[config.mk]
export PLATFORM = sky130hd
export DESIGN_NAME = mem_bus_arbiter
export DESIGN_NICKNAME = d
export VERILOG_FILES = /design/src/rtl/mem_bus_arbiter_pkg.sv /design/src/rtl/mem_bus_arbiter_rr.sv /design/src/rtl/mem_bus_arbiter.sv
export SDC_FILE = /design/constraint.sdc
export NUM_CORES = 1
export LEC_CHECK = 0
export ABC_AREA = 1
export BUFFER_PORTS_ARGS = -buffer_cell sky130_fd_sc_hd__buf_2
export CORE_ASPECT_RATIO = 2
export CORE_UTILIZATION = 35
export CTS_BUF_LIST = sky130_fd_sc_hd__clkbuf_8
export CTS_CLUSTER_DIAMETER = 100
export CTS_CLUSTER_SIZE = 16
export DETAILED_ROUTE_END_ITERATION = 10
export PLACE_DENSITY = 0.74
export SLEW_MARGIN = 25
export SYNTH_ARGS = -nofsm -noshare
export SYNTH_HDL_FRONTEND = slang
export SYNTH_SLANG_ARGS = --single-unit
[constraint.sdc]
create_clock -name CLK -period 1.3 [get_ports CLK]
set_input_delay 0.195 -clock CLK [delete_from_list [all_inputs] [get_ports CLK]]
set_output_delay 0.195 -clock CLK [all_outputs]
set_load 0.02 [all_outputs]
[src/rtl/mem_bus_arbiter_pkg.sv]
// Shared types and constants for the two-master memory bus arbiter.
// Imported by the arbiter top and its round-robin picker.
package mem_bus_arbiter_pkg;

   typedef enum logic [1:0] {
      ARB_IDLE   = 2'd0,
      ARB_ACCESS = 2'd1,
      ARB_RESP   = 2'd2
   } arb_state_t;

   localparam int REQ_PROC        = 0;
   localparam int REQ_AUX         = 1;
   localparam int DEF_MEM_LATENCY = 2;

   function automatic logic [1:0] onehot2(input logic idx);
      return (idx == 1'(REQ_AUX)) ? 2'b10 : 2'b01;
   endfunction

endpackage

[src/rtl/mem_bus_arbiter_rr.sv]
// Two-way round-robin picker: a lone requester wins outright,
// on a tie the favoured requester (ptr) wins.
module rr_pick2
   import mem_bus_arbiter_pkg::*;
(
   input  logic [1:0] req,
   input  logic       ptr,
   output logic       winner,
   output logic       valid
);

   assign valid  = |req;
   assign winner = (&req) ? ptr : req[REQ_AUX];

endmodule

[src/rtl/mem_bus_arbiter.sv]
// Shares one memory port between the processor and an auxiliary master,
// sequencing each access as a fixed-latency strobe then a DONE pulse.
module mem_bus_arbiter
   import mem_bus_arbiter_pkg::*;
#(
   parameter int DATA_W      = 32,
   parameter int ADDR_W      = 26,
   parameter int MEM_LATENCY = DEF_MEM_LATENCY
) (
   input  logic              CLK,
   input  logic              RST,
   input  logic [1:0]        REQ,
   input  logic [1:0]        WE,
   input  logic [ADDR_W-1:0] ADDR0,
   input  logic [ADDR_W-1:0] ADDR1,
   input  logic [DATA_W-1:0] WDATA0,
   input  logic [DATA_W-1:0] WDATA1,
   output logic [1:0]        GNT,
   output logic [1:0]        DONE,
   output logic [DATA_W-1:0] RDATA,
   output logic              MEM_READ,
   output logic              MEM_WRITE,
   output logic [ADDR_W-1:0] MEM_ADDR,
   output logic [DATA_W-1:0] MEM_DATA_OUT,
   input  logic [DATA_W-1:0] MEM_DATA_IN
);

   localparam logic [3:0] LAT_M1 = 4'(MEM_LATENCY - 1);

   arb_state_t state, state_nxt;
   logic       ptr;
   logic       win;
   logic       op;
   logic [3:0] cnt;
   logic       pick_win;
   logic       pick_vld;

   rr_pick2 u_pick (
      .req    (REQ),
      .ptr    (ptr),
      .winner (pick_win),
      .valid  (pick_vld)
   );

   // state register; reset aborts any access in flight
   always_ff @(posedge CLK or negedge RST) begin
      if (!RST) state <= ARB_IDLE;
      else      state <= state_nxt;
   end

   // next-state: IDLE -> ACCESS -> RESP -> IDLE
   always_comb begin
      state_nxt = state;
      unique case (state)
         ARB_IDLE:   if (pick_vld) state_nxt = ARB_ACCESS;
         ARB_ACCESS: if (cnt == 4'd0) state_nxt = ARB_RESP;
         ARB_RESP:   state_nxt = ARB_IDLE;
         default:    state_nxt = ARB_IDLE;
      endcase
   end

   // latch winner operands, count strobe cycles, capture read data
   always_ff @(posedge CLK or negedge RST) begin
      if (!RST) begin
         ptr          <= 1'b0;
         win          <= 1'b0;
         op           <= 1'b0;
         cnt          <= 4'd0;
         MEM_ADDR     <= '0;
         MEM_DATA_OUT <= '0;
         RDATA        <= '0;
      end else begin
         unique case (state)
            ARB_IDLE: begin
               if (pick_vld) begin
                  win          <= pick_win;
                  op           <= WE[pick_win];
                  MEM_ADDR     <= pick_win ? ADDR1 : ADDR0;
                  MEM_DATA_OUT <= pick_win ? WDATA1 : WDATA0;
                  cnt          <= LAT_M1;
               end
            end
            ARB_ACCESS: begin
               if (cnt == 4'd0) begin
                  if (!op) RDATA <= MEM_DATA_IN;
               end else begin
                  cnt <= cnt - 4'd1;
               end
            end
            ARB_RESP: ptr <= ~win;
            default: ;
         endcase
      end
   end

   assign GNT       = (state != ARB_IDLE) ? onehot2(win) : 2'b00;
   assign DONE      = (state == ARB_RESP) ? onehot2(win) : 2'b00;
   assign MEM_READ  = (state == ARB_ACCESS) && !op;
   assign MEM_WRITE = (state == ARB_ACCESS) && op;

endmodule
==> results of run 1 <==
## final cells by class
type	instances	area, um2
fill	1108	5300
sequential	99	2480
timing repair buffer	296	2040
multi-input combinational	337	2040
inverter	100	378
tap	150	188
clock buffer	10	138
clock inverter	6	65.1
## worst min-delay path: cells and delay by family
family | cells | cell delay [ns]
simple gates | 1 | 0.05
buf+inv | 1 | 0.07
compound gates | 1 | 0.06
## worst max-delay path by stage
stage | start | depth (start not counted) | endpoint
after floorplan | state[1] | 7 | RDATA[23]
after global placement | state[1] | 7 | MEM_DATA_OUT[15]
after detailed placement | state[1] | 7 | MEM_DATA_OUT[15]
after CTS | state[0] | 5 | DONE[0]
after global routing | state[1] | 8 | MEM_DATA_OUT[9]
final | state[1] | 8 | MEM_DATA_OUT[21]
## flip-flops by register name, summed over array words and instances (netlist names)
signal / flops
MEM_DATA_OUT: 32
RDATA: 32
MEM_ADDR: 26
cnt: 4
state: 2
op: 1
ptr: 1
win: 1
## cells by family (layout without fill, tap and decap cells)
group	after synthesis	after routing	synth area share
AO/OA/AOI/OAI	157	157	0.174
flip-flops	99	99	0.545
XOR/XNOR	1	1	0.00193
adder cells (fa/ha/maj)	2	2	0.00551
buffers and inverters	132	412	0.120
AND/OR/NAND/NOR	177	177	0.154
## stage by stage
stage	TNS, ns	worst slack (ns)
floorplan	0	0.0565
global placement	-0.0389	-0.0140
detailed placement	-0.123	-0.0302
CTS	-4.67	-0.149
global route	-17.93	-0.241
finish	-10.45	-0.151
## per-layer routing
| metal | wire length (um) | track usage | up-vias | share of wire |
|---|---|---|---|---|
| met3 | 731 | 0.0369 | 37 | 0.048 |
| met2 | 8550 | 0.368 | 179 | 0.56 |
| li1 | - | - | 2317 | - |
| met4 | 575 | 0.0995 | 0 | 0.038 |
| met1 | 5280 | 0.207 | 2194 | 0.35 |
| met5 | 0 | 0 | - | 0 |
## what timing repair did
action                                 4_1_cts  5_1_grt
cloned                                       6        9
setup endpoints to repair                   21      102
endpoints found under the hold margin       21        0
pin swaps                                    7       11
buffers inserted                             6        1
hold buffers                                 1        0
gates resized for setup                    105      108
## report_power, final
group	switching [mW]	internal (mW)
combinational	6.55	4.78
sequential	0.908	4.64
clock	1.11	0.949
## synthesized netlist by cell type
cell type,n
a21oi_1,60
nand3_1,2
nand2_2,2
clkbuf_1,8
o21ai_2,1
nor2_4,1
o21ai_1,50
ha_1,2
nor2_2,1
nand2_1,158
nor2_1,11
nand4_1,1
buf_6,3
xor2_1,1
buf_2,21
inv_1,100
dfrtp_1,99
o22ai_1,1
o21ai_0,45
nand3_4,1
==> summary.md, run 1 <==
| Metric | Value |
|---|---|
| Status | `complete, but fails checks` |
| Failing checks | `setup timing` |
| Crit path max fanout | `9` |
| # port buffers | `249` |
| Chip Width | `82.6 um` |
| Vias | `4727` |
| Register area share after synthesis | `0.545` |
| Tmin final | `1.45 ns` |
| CTS max path bufs | `2` |
| Total track usage | `0.200` |
| Clock root buffer | `clkbuf_8` |
| Most frequent cells in the layout | `buf_2 (242), nand2_1 (129), dfrtp_1 (99), inv_1 (99), o21ai_1 (78)` |
| Hold crit path type | `in2reg` |
| Vias in the first global route | `4291` |
| Max-cap violations | `0` |
| Final Core Density | `0.580` |
| Largest net degree at the start of global routing | `53` |
| R2R Setup Slk | `-0.15 ns` |
| Post-Syn Area | `0.00454 mm2` |
| DP HPWL | `9480 um` |
| Most common cell after layout, fill and taps aside | `buf_2` |
| Crit Path Category | `reg2reg` |
| Final Hold Fails | `0` |
| Non-filler cells, final | `998` |
| TritonCTS clock tree | `yes` |
| #FFs+latches synth | `99` |
| First-pass GRT wire length | `20100 um` |
| Placed cell count | `960` |
| Power Total | `18.9 mW` |
| Design Area, Final | `0.00733 mm2` |
| LEAKAGE | `4.11 nW` |
| Core Footprint | `0.0126 mm2` |
| Slew margin rel. | `0.770` |
| Top cells by area, synth | `dfrtp_1 (55%), nand2_1 (13%), inv_1 (8.3%)` |
| Final setup viols | `102` |
| 1st-pass router iterations | `4` |
| Worst path slowest cell | `dfrtp_1` |
| Crit start category | `flip-flop` |
| Global placement routability congestion | `0.828` |
| R2r startpoint | `state[1]` |
| Final worst setup slack | `-0.151 ns` |
| Hold path endpoint | `MEM_DATA_OUT[4]` |
| Fmax | `0.689 GHz` |
| Residual DRC count | `0` |
| Hold_sp | `WDATA1[4]` |
| Layout cells sized above 1 | `0.507` |
| Dpl cell area | `0.00613 mm2` |
| Vias/cell | `4.74` |
| Cells after Synth | `568` |
| Buf/Inv on CP | `4` |
| Synth cell types | `20` |
| PwrDens | `2580 mW/mm2` |
| CTS Buf Count | `9` |
| Final period utilization | `1.12` |
| WL/cell | `15.2 um` |
| Clock slew at reported path FFs | `0.10 ns` |
| Ant. Diodes | `0` |
| Critical path capture point type | `flip-flop` |
| Crit path max-delay family | `buffers and inverters` |
| Initial core utilization | `0.360` |
| Antenna viol nets, final | `0` |
| Slew @ Worst Pin | `0.345 ns` |
| R2R Path End | `MEM_DATA_OUT[21]` |
| RSZ-0062 raised after global routing | `true` |
| Clock skew | `0.0117 ns` |
| H-tree depth | `3` |
| Post-synth top area share | `0.545` |
| Wirelength, routed | `15100 um` |
| Maximum vdd drop | `1.41 mV` |
| Overflow after GRT | `0` |
| P&R area growth vs syn | `61.3%` |
| Total Nets Final | `999` |
| Full die area | `0.0135 mm2` |
| Clock tree sinks | `99` |
| Cell row count | `58` |
| Initial DRC Count | `137` |
| Clk Latency, worst-skew pair | `0.36 ns` |
| Hold Path Cell Cnt | `3` |
| Critical Path RT | `1.55 ns` |
| Critical Path AT | `1.70 ns` |
| Most common cell on crit path | `buf_12` |
| Max Slew Vio Count | `0` |
| Syn avg cell area | `8.00 um2` |
| Crit-path cells | `nor2_2 -> buf_4 -> o21ai_4 -> buf_12 -> buf_12 -> buf_6 -> nand2_2 -> nand2_1` |
| Reg2reg path depth | `8` |
| Initial antenna violation count | `0` |
| Post-synth top area cell | `dfrtp_1` |
| Warnings, synthesis | `0` |
| Worst Hold Slack | `0.0441 ns` |
| Syn_nets | `724` |
| Die Ht | `163 um` |
| CP max stage delay | `0.42 ns` |
| I/O pin total | `250` |
(Power assumes the default switching activity.)
==> inputs of run 2 (changes only) <==
--- a/config.mk
+++ b/config.mk
@@ -12,3 +12,2 @@
 export CTS_BUF_LIST = sky130_fd_sc_hd__clkbuf_8
-export CTS_CLUSTER_DIAMETER = 100
 export CTS_CLUSTER_SIZE = 16
==> constraint.sdc (replaced) <==
create_clock -name CLK -period 1.7 [get_ports CLK]
set_input_delay 0.255 -clock CLK [delete_from_list [all_inputs] [get_ports CLK]]
set_output_delay 0.255 -clock CLK [all_outputs]
set_load 0.01 [all_outputs]
==> run 2 against run 1 <==
  * Critical path depth decreased by 5
  * Largest cell class unchanged
  * Largest power group unchanged
  * Setup slack improved by 0.38 ns
  * Wire length decreased by 22%
  * The run now ends clean
  * Highest routed layer unchanged
==> summary.md, run 2 (synthesis results as in run 1) <==
| Metric | Value |
|---|---|
| Total Nets Final | `962 (-3.7%)` |
| Final period utilization | `0.866` |
| Initial core utilization | `0.360 (unchanged)` |
| Critical path capture point type | `output port` |
| Initial DRC Count | `151 (+10%)` |
| Multi-input logic area | `0.00154 mm2 (-25%)` |
| Residual DRC count | `0 (unchanged)` |
| Antenna viol nets, final | `0 (unchanged)` |
| Reg2reg path depth | `6 (-2)` |
| Global placement routability congestion | `0.819 (-1.0%)` |
| Full die area | `0.0135 mm2 (unchanged)` |
| Vias/cell | `4.49 (-5.3%)` |
| 1st-pass router iterations | `7 (+3)` |
| Hold-fix buffers, CTS | `1 (unchanged)` |
| Vias in the first global route | `3924 (-8.6%)` |
| R2r startpoint | `state[0]` |
| R2R Setup Slk | `0.29 ns (+0.44 ns)` |
| Hold Path Cell Cnt | `3 (unchanged)` |
| TritonCTS clock tree | `yes` |
| R2R Path End | `cnt[0]` |
| Dpl cell area | `0.00597 mm2 (-2.6%)` |
| Wirelength, routed | `11800 um (-22%)` |
| Sequential cell area | `0.00248 mm2 (unchanged)` |
| Layout cells sized above 1 | `0.346 (-0.161)` |
| Die Ht | `163 um (unchanged)` |
| Critical Path AT | `1.22 ns (-0.48 ns)` |
| Max-cap violations | `0 (unchanged)` |
| Clock root buffer | `clkbuf_8` |
| H-tree depth | `3 (unchanged)` |
| CTS Buf Count | `9 (unchanged)` |
| Final setup viols | `0 (-100%)` |
| Cell row count | `58 (unchanged)` |
| Hold_sp | `ADDR1[16]` |
| Fill cell count | `1283 (+16%)` |
| Design Area, Final | `0.00618 mm2 (-16%)` |
| PwrDens | `1740 mW/mm2 (-33%)` |
| RSZ-0062 raised after global routing | `false` |
| Hold path endpoint | `MEM_ADDR[16]` |
| Clock tree sinks | `99 (unchanged)` |
| Clock slew at reported path FFs | `0.11 ns (about the same)` |
| Overflow after GRT | `0 (unchanged)` |
| First-pass GRT wire length | `17700 um (-12%)` |
| CTS max path bufs | `2 (unchanged)` |
| Post-CTS resize count | `0 (-100%)` |
| Crit Path Category | `reg2out` |
| CP max stage delay | `0.41 ns (about the same)` |
| Crit path max fanout | `3 (-6)` |
| Hold crit path type | `in2reg` |
| # port buffers | `249 (unchanged)` |
| Crit start category | `flip-flop` |
| Total track usage | `0.173 (-0.0271)` |
| Ant. Diodes | `0 (unchanged)` |
| Non-filler cells, final | `961 (-3.7%)` |
| Clk Latency, worst-skew pair | `0.37 ns (about the same)` |
| Chip Width | `82.6 um (unchanged)` |
| Most common cell after layout, fill and taps aside | `buf_2` |
| Core Footprint | `0.0126 mm2 (unchanged)` |
| DP HPWL | `8910 um (-6.0%)` |
| Final Hold Fails | `0 (unchanged)` |
| Setup Total Neg Slack | `0 ns (+10.45 ns)` |
| Maximum vdd drop | `0.957 mV (-32%)` |
| Biggest regs | `MEM_DATA_OUT: 32 flops, RDATA: 32 flops, MEM_ADDR: 26 flops` |
| I/O pin total | `250 (unchanged)` |
| Clock skew | `0.0159 ns (+0.00426 ns)` |
| Tmin final | `1.47 ns` |
| Worst Hold Slack | `0.106 ns (+0.0622 ns)` |
| Initial antenna violation count | `0 (unchanged)` |
| Placed cell count | `944 (-1.7%)` |
| Post-CTS Setup Bufs | `0 (-6)` |
| P&R area growth vs syn | `36.0%` |
| Most frequent cells in the layout | `buf_2 (248), nand2_1 (157), inv_1 (100)` |
| Buf/Inv on CP | `1 (-3)` |
| Critical Path RT | `1.44 ns (-0.11 ns)` |
| WL/cell | `12.3 um (-19%)` |
| Largest net degree at the start of global routing | `85 (+60%)` |
| Slew @ Worst Pin | `0.392 ns (+0.0475 ns)` |
| Worst path slowest cell | `dfrtp_1` |
| Status | `complete, no violations` |
| Max Slew Vio Count | `0 (unchanged)` |
| Fmax | `0.679 GHz` |
| Crit-path cells | `nor2_2 -> nor2_1 -> buf_2` |
| Vias | `4311 (-8.8%)` |
| Slew margin rel. | `0.739 (-0.0317)` |
| Crit path max-delay family | `flip-flops` |
| LEAKAGE | `3.74 nW (-9.2%)` |
==> run 2: worst max path at each step <==
stage             start         to  depth (start not counted)
6_report       state[1]     GNT[0]                          3
5_1_grt        state[0]    DONE[1]                          4
4_1_cts        state[1]  MEM_WRITE                          4
3_5_place_dp     REQ[1]     cnt[0]                          6
3_3_place_gp     REQ[1]     cnt[0]                          6
2_1_floorplan    cnt[0]     cnt[0]                          7
==> run 2: final cells by class <==
class / instances / share of cell area
inverter: 100 / 0.0607
clock inverter: 7 / 0.0128
tap: 150 / 0.0304
clock buffer: 9 / 0.0200
multi-input combinational: 337 / 0.249
sequential: 99 / 0.401
timing repair buffer: 259 / 0.227
==> run 2: stage by stage <==
step / power (mW) / setup slack, ns / util
floorplan: 7.27 / 0.472 / -
global placement: 9.14 / 0.258 / 0.473
detailed placement: 9.28 / 0.258 / 0.473
CTS: 10.9 / 0.186 / 0.490
global route: 11.7 / 0.134 / 0.490
finish: 10.7 / 0.228 / 0.490
==> run 2: worst reg2reg max path, cell delays in order, from the launching register on <==
cell	delay [ns]
dfrtp_1	0.40
nor2_2	0.08
o21ai_4	0.08
buf_4	0.39
nand2_2	0.16
o21ai_0	0.09
o21ai_0	0.09
==> run 2: report_power, final <==
part | total, mW | leakage, nW | internal [mW] | switching (mW)
clock | 1.58 | 0.105 | 0.705 | 0.870
sequential | 4.15 | 1.20 | 3.54 | 0.604
combinational | 5.02 | 2.43 | 1.99 | 3.02
==> run 2: routing by layer <==
| layer | track usage | routed length, um | vias up |
|---|---|---|---|
| met5 | 0 | 0 | - |
| li1 | - | - | 2237 |
| met2 | 0.305 | 6100 | 153 |
| met1 | 0.192 | 4730 | 1900 |
| met4 | 0.0784 | 321 | 0 |
| met3 | 0.0374 | 694 | 21 |
==> inputs of run 3 (changes only) <==
CORE_UTILIZATION = 38   (was 35)
PLACE_DENSITY = 0.82   (was 0.74)
SYNTH_HIERARCHICAL = 1   (was unset)
clock period = 1.2 ns   (was 1.7 ns; I/O delays follow)
==> run 3 against run 2 <==
  * The run now ends with setup timing left
  * Worst hold slack got worse by 0.077 ns
  * Synthesized cell count fell by 9.3%
  * Final cell count fell by 0.42%
  * Flip-flop and latch count did not move
  * Synthesized area fell by 2.1%
  * Sequential share of layout area fell by 7.2 points
  * Clock power rose by 58%
  * Setup slack got worse by 0.50 ns
  * Global-route usage rose by 5.6 points
  * Clock skew fell by 0.0013 ns
  * Critical path type is now reg2reg
  * Critical endpoint is now RDATA[17]
  * Largest power group unchanged
==> summary.md, run 3 <==
| Metric | Value |
|---|---|
| Crit-path cells | `inv_1 -> nand2_2 -> nor2_4 -> buf_6 -> nand3_4 -> buf_12 -> clkbuf_16 -> nand2_2 -> o21ai_1` |
| Initial antenna violation count | `1 (+1)` |
| Layout cells sized above 1 | `0.543 (+0.197)` |
| Final Core Density | `0.663 (+0.174)` |
| Buf/Inv on CP | `4 (+3)` |
| Critical Path AT | `1.72 ns (+0.50 ns)` |
| Crit path max fanout | `6 (+3)` |
| Critical path capture point type | `flip-flop` |
| Max-cap violations | `0 (unchanged)` |
| Clock skew | `0.0147 ns (-0.00128 ns)` |
| Post-Syn Area | `0.00445 mm2 (-2.1%)` |
| Total Nets Final | `965 (+0.31%)` |
| Initial core utilization | `0.392 (+0.0321)` |
| Clock root buffer | `clkbuf_8` |
| Critical Path RT | `1.45 ns (about the same)` |
| 1st-pass router iterations | `4 (-3)` |
| Most common cell in the netlist | `nand2_1` |
| Vias | `4739 (+9.9%)` |
| Status | `complete, but fails checks` |
| Crit path max-delay family | `buffers and inverters` |
| Dpl cell area | `0.00594 mm2 (-0.57%)` |
| Cell row count | `55 (-5.2%)` |
| Final Hold Fails | `0 (unchanged)` |
| P&R area growth vs syn | `69.2%` |
| Clock tree sinks | `99 (unchanged)` |
| Final period utilization | `1.23` |
| Overflow after GRT | `0 (unchanged)` |
| I/O pin total | `250 (unchanged)` |
| Warnings, synthesis | `6 (+6)` |
| LEAKAGE | `3.77 nW (+0.89%)` |
| Crit Path Category | `reg2reg` |
| Hold_sp | `MEM_DATA_IN[28]` |
| Top cells by count, synth | `nand2_1 (161), dfrtp_1 (99), nor2_1 (71), a31oi_1 (59), inv_1 (41)` |
| WL/cell | `16.4 um (+33%)` |
| Maximum vdd drop | `1.41 mV (+47%)` |
| Crit start category | `flip-flop` |
| Antenna viol nets, final | `0 (unchanged)` |
| Full die area | `0.0122 mm2 (-9.6%)` |
| Register area share after synthesis | `0.557 (+0.0115)` |
| Primary FF master, synth | `dfrtp_1` |
| Total track usage | `0.229 (+0.0563)` |
| CP max stage delay | `0.40 ns (about the same)` |
| Biggest regs | `MEM_DATA_OUT: 32 flops, RDATA: 32 flops, MEM_ADDR: 26 flops` |
| DP HPWL | `9000 um (+1.0%)` |
| First-pass GRT wire length | `21500 um (+22%)` |
| Post-synth top area share | `0.557 (+0.0115)` |
| Most frequent cells in the layout | `buf_2 (246), nand2_1 (133), dfrtp_1 (99)` |
| H-tree depth | `3 (unchanged)` |
| CTS Buf Count | `9 (unchanged)` |
| CTS max path bufs | `2 (unchanged)` |
| Design Area, Final | `0.00753 mm2 (+22%)` |
| Fmax | `0.679 GHz` |
| Residual DRC count | `0 (unchanged)` |
| Chip Width | `78.5 um (-4.9%)` |
| Final setup viols | `102 (+102)` |
| Most common cell after layout, fill and taps aside | `buf_2` |
| Post-synth top area cell | `dfrtp_1` |
| Vias in the first global route | `4527 (+15%)` |
| Largest net degree at the start of global routing | `54 (-36%)` |
| Failing checks | `setup timing` |
| PwrDens | `2760 mW/mm2 (+59%)` |
| Setup Total Neg Slack | `-15.85 ns (-15.85 ns)` |
| Hold crit path type | `in2reg` |
| Max Slew Vio Count | `0 (unchanged)` |
| Synth cell types | `22 (+10%)` |
| Final worst setup slack | `-0.272 ns (-0.501 ns)` |
| Slew margin rel. | `0.795 (+0.0566)` |
| EDFF count, synth | `0 (unchanged)` |
| Tmin final | `1.47 ns` |
| R2r startpoint | `state[1]` |
| Slew @ Worst Pin | `0.307 ns (-0.0848 ns)` |
| #FFs+latches synth | `99 (unchanged)` |
| Async SR Flop Fraction | `1.00 (unchanged)` |
| Die Ht | `155 um (-5.0%)` |
| # port buffers | `249 (unchanged)` |
| Syn avg cell area | `8.64 um2 (+8.0%)` |
| Global placement routability congestion | `0.809 (-1.2%)` |
| Vias/cell | `4.95 (+10%)` |
| Top cells by area, synth | `dfrtp_1 (56%), nand2_1 (14%), a31oi_1 (8.3%)` |
| TritonCTS clock tree | `yes` |
| Worst path slowest cell | `dfrtp_1` |
| Most common cell on crit path | `nand2_2` |
| Clk Latency, worst-skew pair | `0.38 ns (about the same)` |
| Initial DRC Count | `232 (+54%)` |
| CP startpoint | `state[1]` |
| Clock slew at reported path FFs | `0.11 ns (about the same)` |
| Syn_nets | `671 (-7.3%)` |
| Wirelength, routed | `15700 um (+32%)` |
| Core Footprint | `0.0114 mm2 (-10%)` |
| RSZ-0062 raised after global routing | `true` |
| Cells after Synth | `515 (-9.3%)` |
-- run 3: worst paths after layout --
| check | to | slack, ns | cells after the start |
|---|---|---|---|
| worst min-delay path | RDATA[28] | 0.03 | 3 |
| worst max-delay path | RDATA[17] | -0.27 | 9 |
| worst max register to register | RDATA[17] | -0.27 | 9 |
| worst min register to register | RDATA[6] | 0.49 | 2 |
| max in group asynchronous | MEM_ADDR[17] | 0.57 | 3 |
| min in group asynchronous | RDATA[5] | 0.14 | 2 |
-- run 3: worst reg2reg max path, cell delays in order (launching register included) --
cell       delay (ns)
dfrtp_1          0.40
inv_1            0.07
nand2_2          0.09
nor2_4           0.12
buf_6            0.11
nand3_4          0.12
buf_12           0.18
clkbuf_16        0.16
nand2_2          0.05
o21ai_1          0.07
-- run 3: cells by family after synthesis --
group                      after synthesis  share of synthesized area
and+or+nand+nor                        242                      0.213
adders and majority gates                2                    0.00562
AOI/OAI and AO/OA                       97                      0.133
buffers and inverters                   74                     0.0900
xor gates and xnor gates                 1                    0.00197
DFF                                     99                      0.557
-- run 3: layout make-up --
cell class	instances	area (um2)
diodes	1	2.50
clock buffers	10	138
clock inverters	6	93.8
fillers	900	3820
inverters	43	179
multi-input cells	342	2130
flip-flops and latches	99	2480
well taps	142	178
repair buffers	314	2330
-- run 3: routing by layer --
metal  part of all wire  vias to the layer above  track usage
met5                  0                        -            0
met4              0.034                        0        0.116
met3              0.062                       39       0.0446
met2               0.55                      226        0.428
met1               0.36                     2227        0.235
li1                   -                     2247            -
-- run 3: stage by stage --
step                      hold slack, ns  setup WS (ns)  total power [mW]  instances
after global routing              0.0195         -0.334              22.0        957
after detailed placement        -0.00756        -0.0939              13.4        899
after floorplan                   -0.116        -0.0441              10.4        515
after CTS                        0.00764         -0.280              17.9        938
after global placement          -0.00720        -0.0455              13.1        899
final                             0.0291         -0.272              20.8        957
-- run 3: repair_timing --
action | CTS | global route
endpoints found under the hold margin | 99 | 0
cloned | 10 | 11
resized for setup | 49 | 125
pin swaps | 4 | 5
setup buffers | 12 | 10
endpoints found under the setup margin | 97 | 102
hold buffers | 1 | 0
-- run 3: report_power, final --
group	switching [mW]	total [mW]	leakage, nW	internal, mW
sequential	1.28	6.32	1.14	5.04
clock	1.24	2.50	0.114	1.25
combinational	5.90	12.0	2.51	6.08
total	8.42	20.8	3.77	12.4
